$ cat config.mk
export PLATFORM = sky130hd
export DESIGN_NAME = cache_obi_initiator_flat
export DESIGN_NICKNAME = d
export VERILOG_FILES = /design/src/rtl/ctrl_types_pkg.sv /design/src/rtl/init_types_pkg.sv /design/src/rtl/cache_obi_initiator_if.sv /design/src/rtl/cache_init_timeout.sv /design/src/rtl/cache_obi_initiator.sv /design/src/flat_wrapper.sv
export SDC_FILE = /design/constraint.sdc
export NUM_CORES = 1
export LEC_CHECK = 0
export ABC_AREA = 1
export CAP_MARGIN = 20
export CORE_AREA = 2 2 252 254
export CTS_CLUSTER_DIAMETER = 80
export DETAILED_ROUTE_END_ITERATION = 10
export DIE_AREA = 0 0 254 256
export GPL_TIMING_DRIVEN = 0
export PLACE_DENSITY = 0.49
export SYNTH_ARGS = -nofsm -noshare
export SYNTH_HDL_FRONTEND = slang
export SYNTH_SLANG_ARGS = --single-unit
$ cat constraint.sdc
create_clock -name clk -period 2.1 [get_ports clk]
set_input_delay 0.63 -clock clk [delete_from_list [all_inputs] [get_ports clk]]
set_output_delay 0.63 -clock clk [all_outputs]
set_load 0.005 [all_outputs]
$ cat src/rtl/ctrl_types_pkg.sv
// Shared control-path types: the cache operation codes carried in the OBI address MSBs.
package ctrl_types_pkg;

  typedef enum logic [2:0] {
    NOOP   = 3'd0,
    READ   = 3'd1,
    UPSERT = 3'd2,
    DELETE = 3'd3
  } operation_e;

endpackage

$ cat src/rtl/init_types_pkg.sv
// Types and helpers for cache_obi_initiator: FSM states, op-field placement, write-enable rule.
package init_types_pkg;

  import ctrl_types_pkg::*;

  typedef enum logic [1:0] {
    INIT_IDLE,
    INIT_REQ,
    INIT_WAIT,
    INIT_RESP
  } init_state_e;

  localparam int unsigned OP_CODE_BITS         = $bits(operation_e);
  localparam int unsigned DEFAULT_ARCHITECTURE = 64;
  localparam int unsigned DEFAULT_OP_BITS      = 3;

  // The op field occupies addr[arch-1 -: op_bits]; the key fills the rest.
  function automatic int unsigned op_field_lsb(input int unsigned arch, input int unsigned op_bits);
    return arch - op_bits;
  endfunction

  function automatic logic op_writes(input operation_e op);
    return op != READ;
  endfunction

  function automatic logic op_carries_data(input operation_e op);
    return op == UPSERT;
  endfunction

endpackage

$ cat src/rtl/cache_obi_initiator_if.sv
// Command/response handshake plus OBI request/response bundle for cache_obi_initiator.
interface cache_obi_initiator_if #(
  parameter int unsigned ARCHITECTURE = 64,
  parameter int unsigned OP_BITS      = 3
);

  logic                           cmd_valid;
  logic                           cmd_ready;
  logic [OP_BITS-1:0]             cmd_op;
  logic [ARCHITECTURE-OP_BITS-1:0] cmd_key;
  logic [2*ARCHITECTURE-1:0]      cmd_value;

  logic                           rsp_valid;
  logic                           rsp_ready;
  logic [2*ARCHITECTURE-1:0]      rsp_value;
  logic                           rsp_succ;
  logic                           rsp_timeout;

  logic                           obi_req;
  logic [ARCHITECTURE-1:0]        obi_addr;
  logic                           obi_we;
  logic [2*ARCHITECTURE-1:0]      obi_wdata;
  logic                           obi_gnt;
  logic                           obi_rvalid;
  logic [2*ARCHITECTURE-1:0]      obi_rdata;
  logic                           obi_err;
  logic                           obi_rready;

  modport master (
    input  cmd_valid, cmd_op, cmd_key, cmd_value,
    output cmd_ready,
    output rsp_valid, rsp_value, rsp_succ, rsp_timeout,
    input  rsp_ready,
    output obi_req, obi_addr, obi_we, obi_wdata, obi_rready,
    input  obi_gnt, obi_rvalid, obi_rdata, obi_err
  );

  modport slave (
    output cmd_valid, cmd_op, cmd_key, cmd_value,
    input  cmd_ready,
    input  rsp_valid, rsp_value, rsp_succ, rsp_timeout,
    output rsp_ready,
    input  obi_req, obi_addr, obi_we, obi_wdata, obi_rready,
    output obi_gnt, obi_rvalid, obi_rdata, obi_err
  );

endinterface

$ cat src/rtl/cache_init_timeout.sv
// Response-wait counter: cleared on entry to the wait phase, flags expiry at LIMIT-1.
module cache_init_timeout #(
  parameter int unsigned LIMIT = 255
) (
  input  logic clk,
  input  logic rst,
  input  logic clr,
  input  logic en,
  output logic expired
);

  localparam int unsigned W = (LIMIT > 1) ? $clog2(LIMIT) : 1;

  logic [W-1:0] count_q;

  always_ff @(posedge clk) begin
    if (rst || clr) begin
      count_q <= '0;
    end else if (en && !expired) begin
      count_q <= count_q + W'(1);
    end
  end

  assign expired = (count_q == W'(LIMIT - 1));

endmodule

$ cat src/rtl/cache_obi_initiator.sv
// OBI initiator issuing one key-value cache operation at a time.
// Optional response timeout enabled by defining CACHE_INIT_TIMEOUT_EN.
module cache_obi_initiator
  import ctrl_types_pkg::*;
  import init_types_pkg::*;
#(
  parameter int unsigned ARCHITECTURE   = DEFAULT_ARCHITECTURE,
  parameter int unsigned OP_BITS        = DEFAULT_OP_BITS,
  parameter int unsigned TIMEOUT_CYCLES = 255
) (
  input logic                    clk,
  input logic                    rst,
  cache_obi_initiator_if.master  bus
);

  localparam int unsigned VAL_BITS = 2 * ARCHITECTURE;

  if (TIMEOUT_CYCLES == 0) begin : g_bad_timeout_cfg
    $error("cache_obi_initiator: TIMEOUT_CYCLES must be at least 1");
  end

  init_state_e           state_q;
  logic                  cmd_ready_q;
  logic                  rsp_valid_q;
  logic [VAL_BITS-1:0]   rsp_value_q;
  logic                  rsp_succ_q;
  logic                  rsp_timeout_q;
  logic                  obi_req_q;
  logic [ARCHITECTURE-1:0] obi_addr_q;
  logic                  obi_we_q;
  logic [VAL_BITS-1:0]   obi_wdata_q;
  logic                  obi_rready_q;
  logic                  timeout_expired;
  operation_e            cmd_op_e;

  assign cmd_op_e = operation_e'(OP_CODE_BITS'(bus.cmd_op));

`ifdef CACHE_INIT_TIMEOUT_EN
  cache_init_timeout #(
    .LIMIT (TIMEOUT_CYCLES)
  ) u_timeout (
    .clk     (clk),
    .rst     (rst),
    .clr     ((state_q == INIT_REQ) && bus.obi_gnt),
    .en      ((state_q == INIT_WAIT) && !bus.obi_rvalid),
    .expired (timeout_expired)
  );
`else
  assign timeout_expired = 1'b0;
`endif

  always_ff @(posedge clk) begin
    if (rst) begin
      state_q       <= INIT_IDLE;
      cmd_ready_q   <= 1'b1;
      rsp_valid_q   <= 1'b0;
      rsp_value_q   <= '0;
      rsp_succ_q    <= 1'b0;
      rsp_timeout_q <= 1'b0;
      obi_req_q     <= 1'b0;
      obi_addr_q    <= '0;
      obi_we_q      <= 1'b0;
      obi_wdata_q   <= '0;
      obi_rready_q  <= 1'b0;
    end else begin
      unique case (state_q)
        INIT_IDLE: begin
          if (bus.cmd_valid) begin
            cmd_ready_q <= 1'b0;
            if (cmd_op_e == NOOP) begin
              state_q       <= INIT_RESP;
              rsp_valid_q   <= 1'b1;
              rsp_value_q   <= '0;
              rsp_succ_q    <= 1'b1;
              rsp_timeout_q <= 1'b0;
            end else begin
              // Request fields are latched here so they stay stable across grant stalls.
              state_q     <= INIT_REQ;
              obi_req_q   <= 1'b1;
              obi_addr_q  <= {bus.cmd_op, bus.cmd_key};
              obi_we_q    <= op_writes(cmd_op_e);
              obi_wdata_q <= op_carries_data(cmd_op_e) ? bus.cmd_value : '0;
            end
          end
        end
        INIT_REQ: begin
          if (bus.obi_gnt) begin
            state_q      <= INIT_WAIT;
            obi_req_q    <= 1'b0;
            obi_addr_q   <= '0;
            obi_we_q     <= 1'b0;
            obi_wdata_q  <= '0;
            obi_rready_q <= 1'b1;
          end
        end
        INIT_WAIT: begin
          if (bus.obi_rvalid) begin
            state_q       <= INIT_RESP;
            obi_rready_q  <= 1'b0;
            rsp_valid_q   <= 1'b1;
            rsp_value_q   <= bus.obi_rdata;
            rsp_succ_q    <= !bus.obi_err;
            rsp_timeout_q <= 1'b0;
          end else if (timeout_expired) begin
            state_q       <= INIT_RESP;
            obi_rready_q  <= 1'b0;
            rsp_valid_q   <= 1'b1;
            rsp_value_q   <= '0;
            rsp_succ_q    <= 1'b0;
            rsp_timeout_q <= 1'b1;
          end
        end
        INIT_RESP: begin
          if (bus.rsp_ready) begin
            state_q     <= INIT_IDLE;
            rsp_valid_q <= 1'b0;
            cmd_ready_q <= 1'b1;
          end
        end
        default: state_q <= INIT_IDLE;
      endcase
    end
  end

  assign bus.cmd_ready   = cmd_ready_q;
  assign bus.rsp_valid   = rsp_valid_q;
  assign bus.rsp_value   = rsp_value_q;
  assign bus.rsp_succ    = rsp_succ_q;
  assign bus.rsp_timeout = rsp_timeout_q;
  assign bus.obi_req     = obi_req_q;
  assign bus.obi_addr    = obi_addr_q;
  assign bus.obi_we      = obi_we_q;
  assign bus.obi_wdata   = obi_wdata_q;
  assign bus.obi_rready  = obi_rready_q;

endmodule

$ cat src/flat_wrapper.sv
// flat-port wrapper written by rule: the top's interface ports become plain ports
module cache_obi_initiator_flat import ctrl_types_pkg::*; import init_types_pkg::*;
#(
  parameter int unsigned ARCHITECTURE   = DEFAULT_ARCHITECTURE,
  parameter int unsigned OP_BITS        = DEFAULT_OP_BITS,
  parameter int unsigned TIMEOUT_CYCLES = 255
)
  (clk, rst, bus_cmd_valid, bus_cmd_op, bus_cmd_key, bus_cmd_value, bus_cmd_ready, bus_rsp_valid, bus_rsp_value, bus_rsp_succ, bus_rsp_timeout, bus_rsp_ready, bus_obi_req, bus_obi_addr, bus_obi_we, bus_obi_wdata, bus_obi_rready, bus_obi_gnt, bus_obi_rvalid, bus_obi_rdata, bus_obi_err);
  cache_obi_initiator_if #(.ARCHITECTURE(ARCHITECTURE), .OP_BITS(OP_BITS)) bus_i ();
  input logic clk;
  input logic rst;
  input wire logic [$bits(bus_i.cmd_valid)-1:0] bus_cmd_valid;
  input wire logic [$bits(bus_i.cmd_op)-1:0] bus_cmd_op;
  input wire logic [$bits(bus_i.cmd_key)-1:0] bus_cmd_key;
  input wire logic [$bits(bus_i.cmd_value)-1:0] bus_cmd_value;
  output wire logic [$bits(bus_i.cmd_ready)-1:0] bus_cmd_ready;
  output wire logic [$bits(bus_i.rsp_valid)-1:0] bus_rsp_valid;
  output wire logic [$bits(bus_i.rsp_value)-1:0] bus_rsp_value;
  output wire logic [$bits(bus_i.rsp_succ)-1:0] bus_rsp_succ;
  output wire logic [$bits(bus_i.rsp_timeout)-1:0] bus_rsp_timeout;
  input wire logic [$bits(bus_i.rsp_ready)-1:0] bus_rsp_ready;
  output wire logic [$bits(bus_i.obi_req)-1:0] bus_obi_req;
  output wire logic [$bits(bus_i.obi_addr)-1:0] bus_obi_addr;
  output wire logic [$bits(bus_i.obi_we)-1:0] bus_obi_we;
  output wire logic [$bits(bus_i.obi_wdata)-1:0] bus_obi_wdata;
  output wire logic [$bits(bus_i.obi_rready)-1:0] bus_obi_rready;
  input wire logic [$bits(bus_i.obi_gnt)-1:0] bus_obi_gnt;
  input wire logic [$bits(bus_i.obi_rvalid)-1:0] bus_obi_rvalid;
  input wire logic [$bits(bus_i.obi_rdata)-1:0] bus_obi_rdata;
  input wire logic [$bits(bus_i.obi_err)-1:0] bus_obi_err;
  assign bus_i.cmd_valid = bus_cmd_valid;
  assign bus_i.cmd_op = bus_cmd_op;
  assign bus_i.cmd_key = bus_cmd_key;
  assign bus_i.cmd_value = bus_cmd_value;
  assign bus_cmd_ready = bus_i.cmd_ready;
  assign bus_rsp_valid = bus_i.rsp_valid;
  assign bus_rsp_value = bus_i.rsp_value;
  assign bus_rsp_succ = bus_i.rsp_succ;
  assign bus_rsp_timeout = bus_i.rsp_timeout;
  assign bus_i.rsp_ready = bus_rsp_ready;
  assign bus_obi_req = bus_i.obi_req;
  assign bus_obi_addr = bus_i.obi_addr;
  assign bus_obi_we = bus_i.obi_we;
  assign bus_obi_wdata = bus_i.obi_wdata;
  assign bus_obi_rready = bus_i.obi_rready;
  assign bus_i.obi_gnt = bus_obi_gnt;
  assign bus_i.obi_rvalid = bus_obi_rvalid;
  assign bus_i.obi_rdata = bus_obi_rdata;
  assign bus_i.obi_err = bus_obi_err;
  cache_obi_initiator #(.ARCHITECTURE(ARCHITECTURE), .OP_BITS(OP_BITS), .TIMEOUT_CYCLES(TIMEOUT_CYCLES)) u_core (.clk(clk), .rst(rst), .bus(bus_i));
endmodule
# After elaboration in Yosys (flattened, before gate mapping)
# Cells that the tools add are included.
[word_totals] ff_bits=329 input_bits=327
[op_classes] n_eq_ne=11 n_mux=42 reduce_logical=14
[ops] operator="$mux W128" count=7
[ops] operator="$pmux W128 S2" count=2
[ops] operator="$mux W64" count=3
[ops] operator="$pmux W64 S2" count=1
[ops] operator="$mux W1" count=16
[ops] operator="$pmux W1 S2" count=6
[ops] operator="$reduce_and A4 Y1" count=3
[ops] operator="$mux W2" count=5
[ops] operator="$ne A2 B2 Y1 const B" count=5
[ops] operator="$pmux W2 S4" count=1
[ops] operator="$reduce_bool A2 Y1" count=4
[ops] operator="$reduce_and A3 Y1" count=2
[ops] operator="$reduce_and A5 Y1" count=1
[ops] operator="$eq A2 B2 Y1 const B" count=2
[ops] operator="$eq A3 B2 Y1 const B" count=1
[ops] operator="$logic_not A3 Y1" count=1
[ops] operator="$ne A3 B1 Y1 const B" count=1
[ops] operator="$pmux W1 S3" count=1
[ops] operator="$reduce_bool A3 Y1" count=1
[ops] operator="$eq A2 B1 Y1 const B" count=1
[ops] operator="$logic_not A2 Y1" count=1
[ops] operator="$ne A2 B1 Y1 const B" count=1
[ops] operator="$logic_not A1 Y1" count=1

# Longest topological paths before layout
# Gate-level depths: netlist (run 1).
[depth] word_depth=5 mapped_depth=13 depth_no_buf=9

# Least setup slack after synthesis (run 1)
# OpenSTA, ideal clock, no wires.
[synth_path] kind="reg-to-reg" start="register u_core.state_q[0]" end="register u_core.rsp_value_q[62] (netlist: u_core.bus.rsp_value[62])" stages_incl_launch_ff=14 required_time_ns=1.987 setup_time_ns=0.113 t_arrival_ns=1.633 setup_slack_ns=0.354 path_cell_list="dfxtp_1 > inv_1 > ha_1 > buf_2 > nand2_2 > nand2_1 > nor2_1 > and2_1 > buf_6 > buf_6 > buf_2 > nand2_1 > nand2_1 > nor2_1"
[synth_via] elab_chain_cells=3
[synth_rtl] element="start, declared" line_no="cache_obi_initiator.sv:22" rtl="init_state_e state_q;"
[synth_rtl] element="start signal, assigned" line_no="cache_obi_initiator.sv:54" rtl="state_q <= INIT_IDLE;"
[synth_rtl] element="start signal, assigned" line_no="cache_obi_initiator.sv:71" rtl="state_q <= INIT_RESP;"
[synth_rtl] element="start signal, assigned" line_no="cache_obi_initiator.sv:78" rtl="state_q <= INIT_REQ;"
[synth_rtl] element="$eq A2 B2 Y1 / $logic_not A2 Y1 (equally long branches)" line_no="cache_obi_initiator.sv:66" rtl="unique case (state_q)"
[synth_rtl] element="$ne A2 B2 Y1 (no line) (tied with other cells)"
[synth_rtl] element="$reduce_and A4 Y1 (no line)"
[synth_rtl] element="end signal, assigned" line_no="cache_obi_initiator.sv:101" rtl="rsp_value_q <= bus.obi_rdata;"
[synth_rtl] element="end, declared" line_no="cache_obi_initiator.sv:25" rtl="logic [VAL_BITS-1:0] rsp_value_q;"
# Parallel ways exist; a longest one is shown, timed or not.
# A chain may end at the register's enable or synchronous reset.

# Worst setup path after layout (run 1)
[layout_path] start="register u_core.obi_wdata_q[66] (netlist: u_core.bus.obi_wdata[66])" end="output port bus_obi_wdata[66]"
[layout_lines] element="start, declared" line_no="cache_obi_initiator.sv:31" rtl="logic [VAL_BITS-1:0] obi_wdata_q;"
[layout_lines] element="start signal, assigned" line_no="cache_obi_initiator.sv:82" rtl="obi_wdata_q <= op_carries_data(cmd_op_e) ? bus.cmd_value : '0;"
[layout_lines] element="end, declared" line_no="flat_wrapper.sv:25" rtl="output wire logic [$bits(bus_i.obi_wdata)-1:0] bus_obi_wdata;"
# No word-level cell between the ends.

==> metrics.md, run 1 <==
| Metric | Value |
|---|---|
| Die X | 254 um |
| Final Hold Vio Count | 0 |
| DR iter-0 viols | 757 |
| Cell count after placement | 3608 |
| RSZ-0062 raised after global routing | true |
| I/O pin count | 654 |
| CTS Root Cell | clkbuf_16 |
| Fin Setup TNS | 0 ps |
| Mapped Nets | around 2400 |
| Antenna-violating nets left | 0 |
| Worst r2r path cells | 10 |
| Worst EP required | ~1500 ps |
| Crit Path Category | register to primary output |
| Met3 GRT Util | 7.76% |
| First-pass DRT Iterations | 5 |
| Drt drc | 0 |
| First-pass GRT wire length | 96000 um |
| DR WL/cell | about 18 um |
| Skew final | 10.0 ps |
| Post-synthesis sequential area ratio | 45.6% |
| Seq cells post-synth | roughly 330 |
| Async SR Flop Fraction | 0% |
| Share of layout cells above drive strength 1 | 7.46% |
| Rel. slew slack | 39.7% |
| CTS sink count | between 300 and 400 |
| Final Wtd Congestion | roughly 0.88 |
| Initial Utilization | 23.1% |
| Worst skew pair latency | 550 ps |
| GRT Resource Usage Total | 19.2% |
| Least-Margin Pin Slew | 905 ps |
| Fillers | 6746 |
| Main synth FF type | dfxtp_1 |
| Setup Viol. Count Final | 0 |
| Max-slew violations | 0 |
| Die ar. | 65000 um2 |
| Met2 GRT Util | 34.7% |
| Critical Path AT | 1420 ps |
| Worst path cell trace | clkdlybuf4s50_1 |
| Grt ovf | 0 |
| Worst path max stage delay | 540 ps |
| Status | completed |
| Leakage power | 11.0 nW |
| Largest net degree at the start of global routing | 17 |
| Power Density | 1360 nW/um2 |
| Number of synthesized flops with an enable pin | 0 |
| Synthesized cell area | 14400 um2 |
| WL final | 65500 um |
| Initial antenna violation count | 16 |
| Worst VDD drop | roughly 0.0005 V |
| Reg clk slew, reported paths | about 60 ps |
| Cells after Synth | between 2000 and 2500 |
| Cts hold-fix bufs | 0 |
| Period utilization | 97.8% |
| Levels on crit path | 1 |
| FMAX | 487 MHz |
| Fin cells | between 3000 and 4000 |
| Via count | 16027 |
| Port bufs | 651 |
| Total power | 32.3 mW |
| GRT Max-Usage Layer | met2 |
| Hpwl dp | 51700 um |
| Hold Crit Depth | 2 |
| Multi-input gate area | 6410 um2 |
| Syn. warnings | 0 |
| Final hold slack | approximately 460 ps |
| Min-Delay Path Class | register to register |
| Synth cell types | 27 |
| Register area | 6590 um2 |
| CP endpoint kind | primary output |
| CP Max Fanout | 2 |
| CTS tree | yes |
| Syn avg cell area | 6.82 um2 |
| Fin crit period | 2050 ps |
| Die Y | 256 um |
| Startpoint types | register |
| Clock Path Buffers | 3 |
| Layout area overhead | 65.4% |
| Final net count | 3143 |
| Family with the most delay on the worst path | buffers and inverters |
| FP Rows | 92 |
| Vias in the first global route | 16040 |
| Core box area | slightly above 60000 um2 |
| Via density per instance | 4.34 |
| MaxCap Viol Count | 0 |
| GR Util met1 | 20.4% |
| TritonCTS Buffers | 44 |
| WP buf/inv | 1 |
| Critical path's slowest cell | clkdlybuf4s50_1 |
| H-tree Lvls | 2 |
## where the power goes
group | internal (mW) | switching [mW]
registers | 8.10 | 0.965
logic | 6.90 | 8.73
clock network | 4.71 | 2.92
## stage by stage
stage               setup slack (ps)  util, %  cell area (um2)
floorplan                        354        -            14400
global placement                -737     35.2            22000
detailed placement              -790     35.2            22000
CTS                           0.0506     37.5            23400
global route                   -8.34     38.2            23800
finish                          45.4     38.2            23800
## cells in the final DEF (no fill, tap or decap), types with 3 or more instances in the layout
master | netlist | final
nand2_1 | 648 | 648
clkdlybuf4s50_1 | 0 | 462
dfxtp_1 | 328 | 315
nor2_1 | 268 | 267
a21oi_1 | 198 | 198
inv_1 | 137 | 136
nand3_1 | 134 | 134
dlygate4sd2_1 | 0 | 128
nor3_1 | 128 | 126
clkbuf_1 | 104 | 70
nand3b_1 | 62 | 62
dlymetal6s2s_1 | 0 | 61
clkbuf_16 | 0 | 46
buf_4 | 22 | 27
clkbuf_4 | 0 | 26
buf_6 | 15 | 25
clkbuf_2 | 0 | 22
dfxtp_2 | 0 | 12
clkbuf_8 | 0 | 9
buf_2 | 35 | 8
diode_2 | 0 | 6
o21ai_0 | 6 | 6
buf_8 | 1 | 6
inv_2 | 4 | 5
ha_1 | 5 | 5
clkinv_2 | 0 | 5
bufinv_16 | 0 | 4
buf_1 | 3 | 3
buf_12 | 0 | 3
clkinvlp_4 | 0 | 3
## final cells by class
type	instances	share of cell area [%]
Timing Repair Buffer	655	27.5
Tap cell	846	4.44
Clock inverter	13	0.751
Inverter	142	2.24
Buffer	179	5.04
Clock buffer	62	5.37
Multi-Input combinational cell	1461	26.9
Sequential cell	328	27.7
Antenna cell	6	0.0630
## sequential cells by signal, indices dropped and copies added, names as in the netlist
| register | flops |
|---|---|
| u_core.bus.obi_wdata | 128 |
| u_core.bus.rsp_value | 128 |
| u_core.bus.obi_addr | 64 |
| u_core.state_q | 2 |
| u_core.bus.cmd_ready | 1 |
| u_core.bus.obi_req | 1 |
| u_core.bus.obi_rready | 1 |
| u_core.bus.obi_we | 1 |
| u_core.bus.rsp_succ | 1 |
| u_core.bus.rsp_valid | 1 |
## path summary, 6_finish.rpt
kind	startpoint	endpoint	slack, ps
setup / recovery	u_core.bus.obi_wdata[66]$_SDFFE_PP0P_	bus_obi_wdata[66]	50
hold / removal	u_core.bus.obi_addr[4]$_SDFFE_PP0P_	u_core.bus.obi_addr[4]$_SDFFE_PP0P_	460
setup reg to reg	u_core.state_q[1]$_SDFFE_PP0P_	u_core.bus.obi_addr[26]$_SDFFE_PP0P_	110
hold reg to reg	u_core.bus.obi_addr[4]$_SDFFE_PP0P_	u_core.bus.obi_addr[4]$_SDFFE_PP0P_	460
## metal layers
metal	part of all wire (%)	wire (um)	vias to the layer above
met2	50	32700	499
met1	38	24600	7358
li1	-	-	8054
met5	0.19	126	-
met3	10	6560	98
met4	2.3	1510	18
## cell usage after synthesis (all sizes together), types with 5 or more instances
library cell | instances | area (um2)
nor3 | 128 | 641
ha | 5 | 62.6
o21ai | 7 | 35.0
nand3 | 134 | 671
buf | 76 | 536
inv | 141 | 529
a21oi | 198 | 991
nand3b | 62 | 465
nand2 | 652 | 2460
clkbuf | 104 | 390
dfxtp | 328 | 6570
nor2 | 269 | 1010
## kinds of logic after synthesis
kind of cell	count (synthesis)	share of synthesized area, %
AND/OR/NAND/NOR	1248	36.6
flip-flops	328	45.6
buffers and inverters	322	10.1
AO/OA/AOI/OAI	207	7.23
adder cells (fa/ha/maj)	5	0.435
other	1	0.0260
## repair_timing
item                       4_1_cts  5_1_grt
setup buffers                    2        1
setup endpoints to repair      430      373
gates resized for setup        192      172
pin swaps                        0        2
gates cloned                     0        1
(Power assumes the default switching activity.)
==> run 2, diff against run 1 <==
--- a/config.mk
+++ b/config.mk
@@ -13,6 +13,7 @@
 export DIE_AREA = 0 0 254 256
 export GPL_TIMING_DRIVEN = 0
 export PLACE_DENSITY = 0.49
+export SKIP_CTS_REPAIR_TIMING = 1
 export SYNTH_ARGS = -nofsm -noshare
 export SYNTH_HDL_FRONTEND = slang
 export SYNTH_SLANG_ARGS = --single-unit
==> run 2 against run 1 <==
Net effect:
- critical path depth is the same
- core utilization grew 0.69 points
- final area grew 1.8%
- non-clock buffer count grew 1
- clock skew grew 2.3 ps
- combinational power is essentially flat
- sequential share of layout area shrank 0.51 points
- wire length grew 0.13%
- cell count is essentially flat
- total power grew 0.59%
==> metrics.md, run 2 (synthesized netlist as in run 1, its figures left out) <==
| Metric | Value |
|---|---|
| Status | completed |
| Family with the most delay on the worst path | buffers and inverters |
| Power Density | around 1300 nW/um2 |
| Final hold slack | roughly 460 ps |
| GRT Resource Usage Total | approximately a fifth |
| Worst r2r path cells | 10 |
| Fillers | 6661 |
| Reg-to-Reg End | u_core.bus.obi_wdata[22]$_SDFFE_PP0P_ |
| FMAX | 486 MHz |
| Rel. slew slack | 39.6% |
| First-pass GRT wire length | 96100 um |
| Port bufs | 651 |
| Via density per instance | 4.33 |
| Period utilization | a little over nine tenths |
| Initial Utilization | a little under a quarter |
| Critical path's slowest cell | clkdlybuf4s50_1 |
| Total power | around 33 mW |
| Max-slew violations | 0 |
| Via count | ~16000 |
| Levels on crit path | 1 |
| CTS tree | yes |
| Startpoint types | register |
| Reg-to-reg slack, setup | 110 ps |
| Setup Viol. Count Final | 0 |
| Worst path cell trace | clkdlybuf4s50_1 |
| WP buf/inv | 1 |
| Die X | 254 um |
| Final Hold Vio Count | 0 |
| CP Max Fanout | 2 |
| Reg-to-reg startpoint | u_core.state_q[1]$_SDFFE_PP0P_ |
| Least-Margin Pin Slew | 906 ps |
| Hpwl dp | a little over 50000 um |
| Share of layout cells above drive strength 1 | 7.39% |
| Core box area | between 60000 and 70000 um2 |
| Vias in the first global route | between 15000 and 20000 |
| Commonest non-fill, non-tap cell in the layout | nand2_1 |
| H-tree Lvls | 2 |
| Fin crit period | 2060 ps |
| I/O pin count | 654 |
| Die Y | 256 um |
| FP Rows | 92 |
| Final Cell Area | 24200 um2 |
| Crit path to | bus_obi_wdata[63] |
| DR iter-0 viols | 768 |
| DR WL/cell | about 18 um |
| Leakage power | between 10 and 15 nW |
| Critical Path AT | 1430 ps |
| CTS Root Cell | clkbuf_16 |
| Die ar. | 65000 um2 |
| Commonest cells after routing, fill and taps aside | nand2_1 (647), clkdlybuf4s50_1 (463), dfxtp_1 (318), nor2_1 (267), a21oi_1 (198) |
| Final net count | 3144 |
| Critical path launch point | u_core.bus.obi_wdata[63]$_SDFFE_PP0P_ |
| Worst VDD drop | 0.000518 V |
| MaxCap Viol Count | 0 |
| DP Area | 22000 um2 |
| WL final | roughly 66000 um |
| Layout area overhead | 68.4% |
| Min-Delay Path Class | register to register |
| Skew final | 12.3 ps |
| CTS sink count | 328 |
| CP endpoint kind | primary output |
| First-pass DRT Iterations | 5 |
| Grt ovf | 0 |
| Reg clk slew, reported paths | roughly 60 ps |
| Final Wtd Congestion | 0.876 |
| TritonCTS Buffers | 44 |
| Worst path max stage delay | around 550 ps |
| Initial antenna violation count | 16 |
| Clock Path Buffers | 3 |
| Worst skew pair latency | 550 ps |
| Largest net degree at the start of global routing | 12 |
| Worst EP required | 1470 ps |
| Antenna-violating nets left | 0 |
| Crit Path Category | register to primary output |
| Drt drc | 0 |
run 2: area by class of cell:
class / count / area [um2] / area share (%)
buffer: 178 / 1130 / 4.65
inverter: 142 / 536 / 2.21
tap: 846 / 1060 / 4.37
timing repair buffer: 657 / 7060 / 29.1
clock inverter: 13 / 179 / 0.738
multi-input combinational: 1461 / 6400 / 26.4
clock buffer: 62 / 1280 / 5.28
sequential: 328 / 6580 / 27.1
antenna: 6 / 15.0 / 0.0619
run 2: worst min-delay path by stage:
| stage | start | endpoint | cells after the start |
|---|---|---|---|
| floorplan | u_core.bus.obi_req$_SDFFE_PP0P_ | u_core.bus.obi_req$_SDFFE_PP0P_ | 2 |
| CTS | u_core.bus.obi_addr[4]$_SDFFE_PP0P_ | u_core.bus.obi_addr[4]$_SDFFE_PP0P_ | 2 |
| detailed placement | u_core.bus.obi_addr[4]$_SDFFE_PP0P_ | u_core.bus.obi_addr[4]$_SDFFE_PP0P_ | 2 |
| global placement | u_core.bus.obi_addr[59]$_SDFFE_PP0P_ | u_core.bus.obi_addr[59]$_SDFFE_PP0P_ | 2 |
| finish | u_core.bus.obi_wdata[116]$_SDFFE_PP0P_ | u_core.bus.obi_wdata[116]$_SDFFE_PP0P_ | 2 |
| global route | u_core.bus.obi_wdata[123]$_SDFFE_PP0P_ | u_core.bus.obi_wdata[123]$_SDFFE_PP0P_ | 2 |
run 2: report_power, final:
part | internal, mW | total (mW) | switching (mW) | leakage, nW
clock | 4.71 | 7.64 | 2.93 | 0.711
combinational | 7.11 | 15.8 | 8.71 | 9.20
sequential | 8.10 | 9.07 | 0.969 | 2.68
total | 19.9 | 32.5 | 12.6 | 12.6
run 2: metrics by stage:
step | std cells | setup TNS (ps) | util (%) | worst slack, ps
4_1_cts | 3683 | -72200 | 37.6 | -498
3_5_place_dp | 3608 | -204390 | 35.2 | -790
2_1_floorplan | 2111 | 0 | - | 354
5_1_grt | 3688 | -11.8 | 38.8 | -9.78
3_3_place_gp | 3608 | -194560 | 35.2 | -737
6_report | 3693 | 0 | 38.9 | 43.8
run 2: per-layer routing:
layer	global-route usage (%)	part of all wire (%)	vias up
met1	20.5	38	7343
met5	0	0.19	-
li1	-	-	8049
met3	7.81	10	99
met4	5.28	2.4	18
met2	34.6	50	483
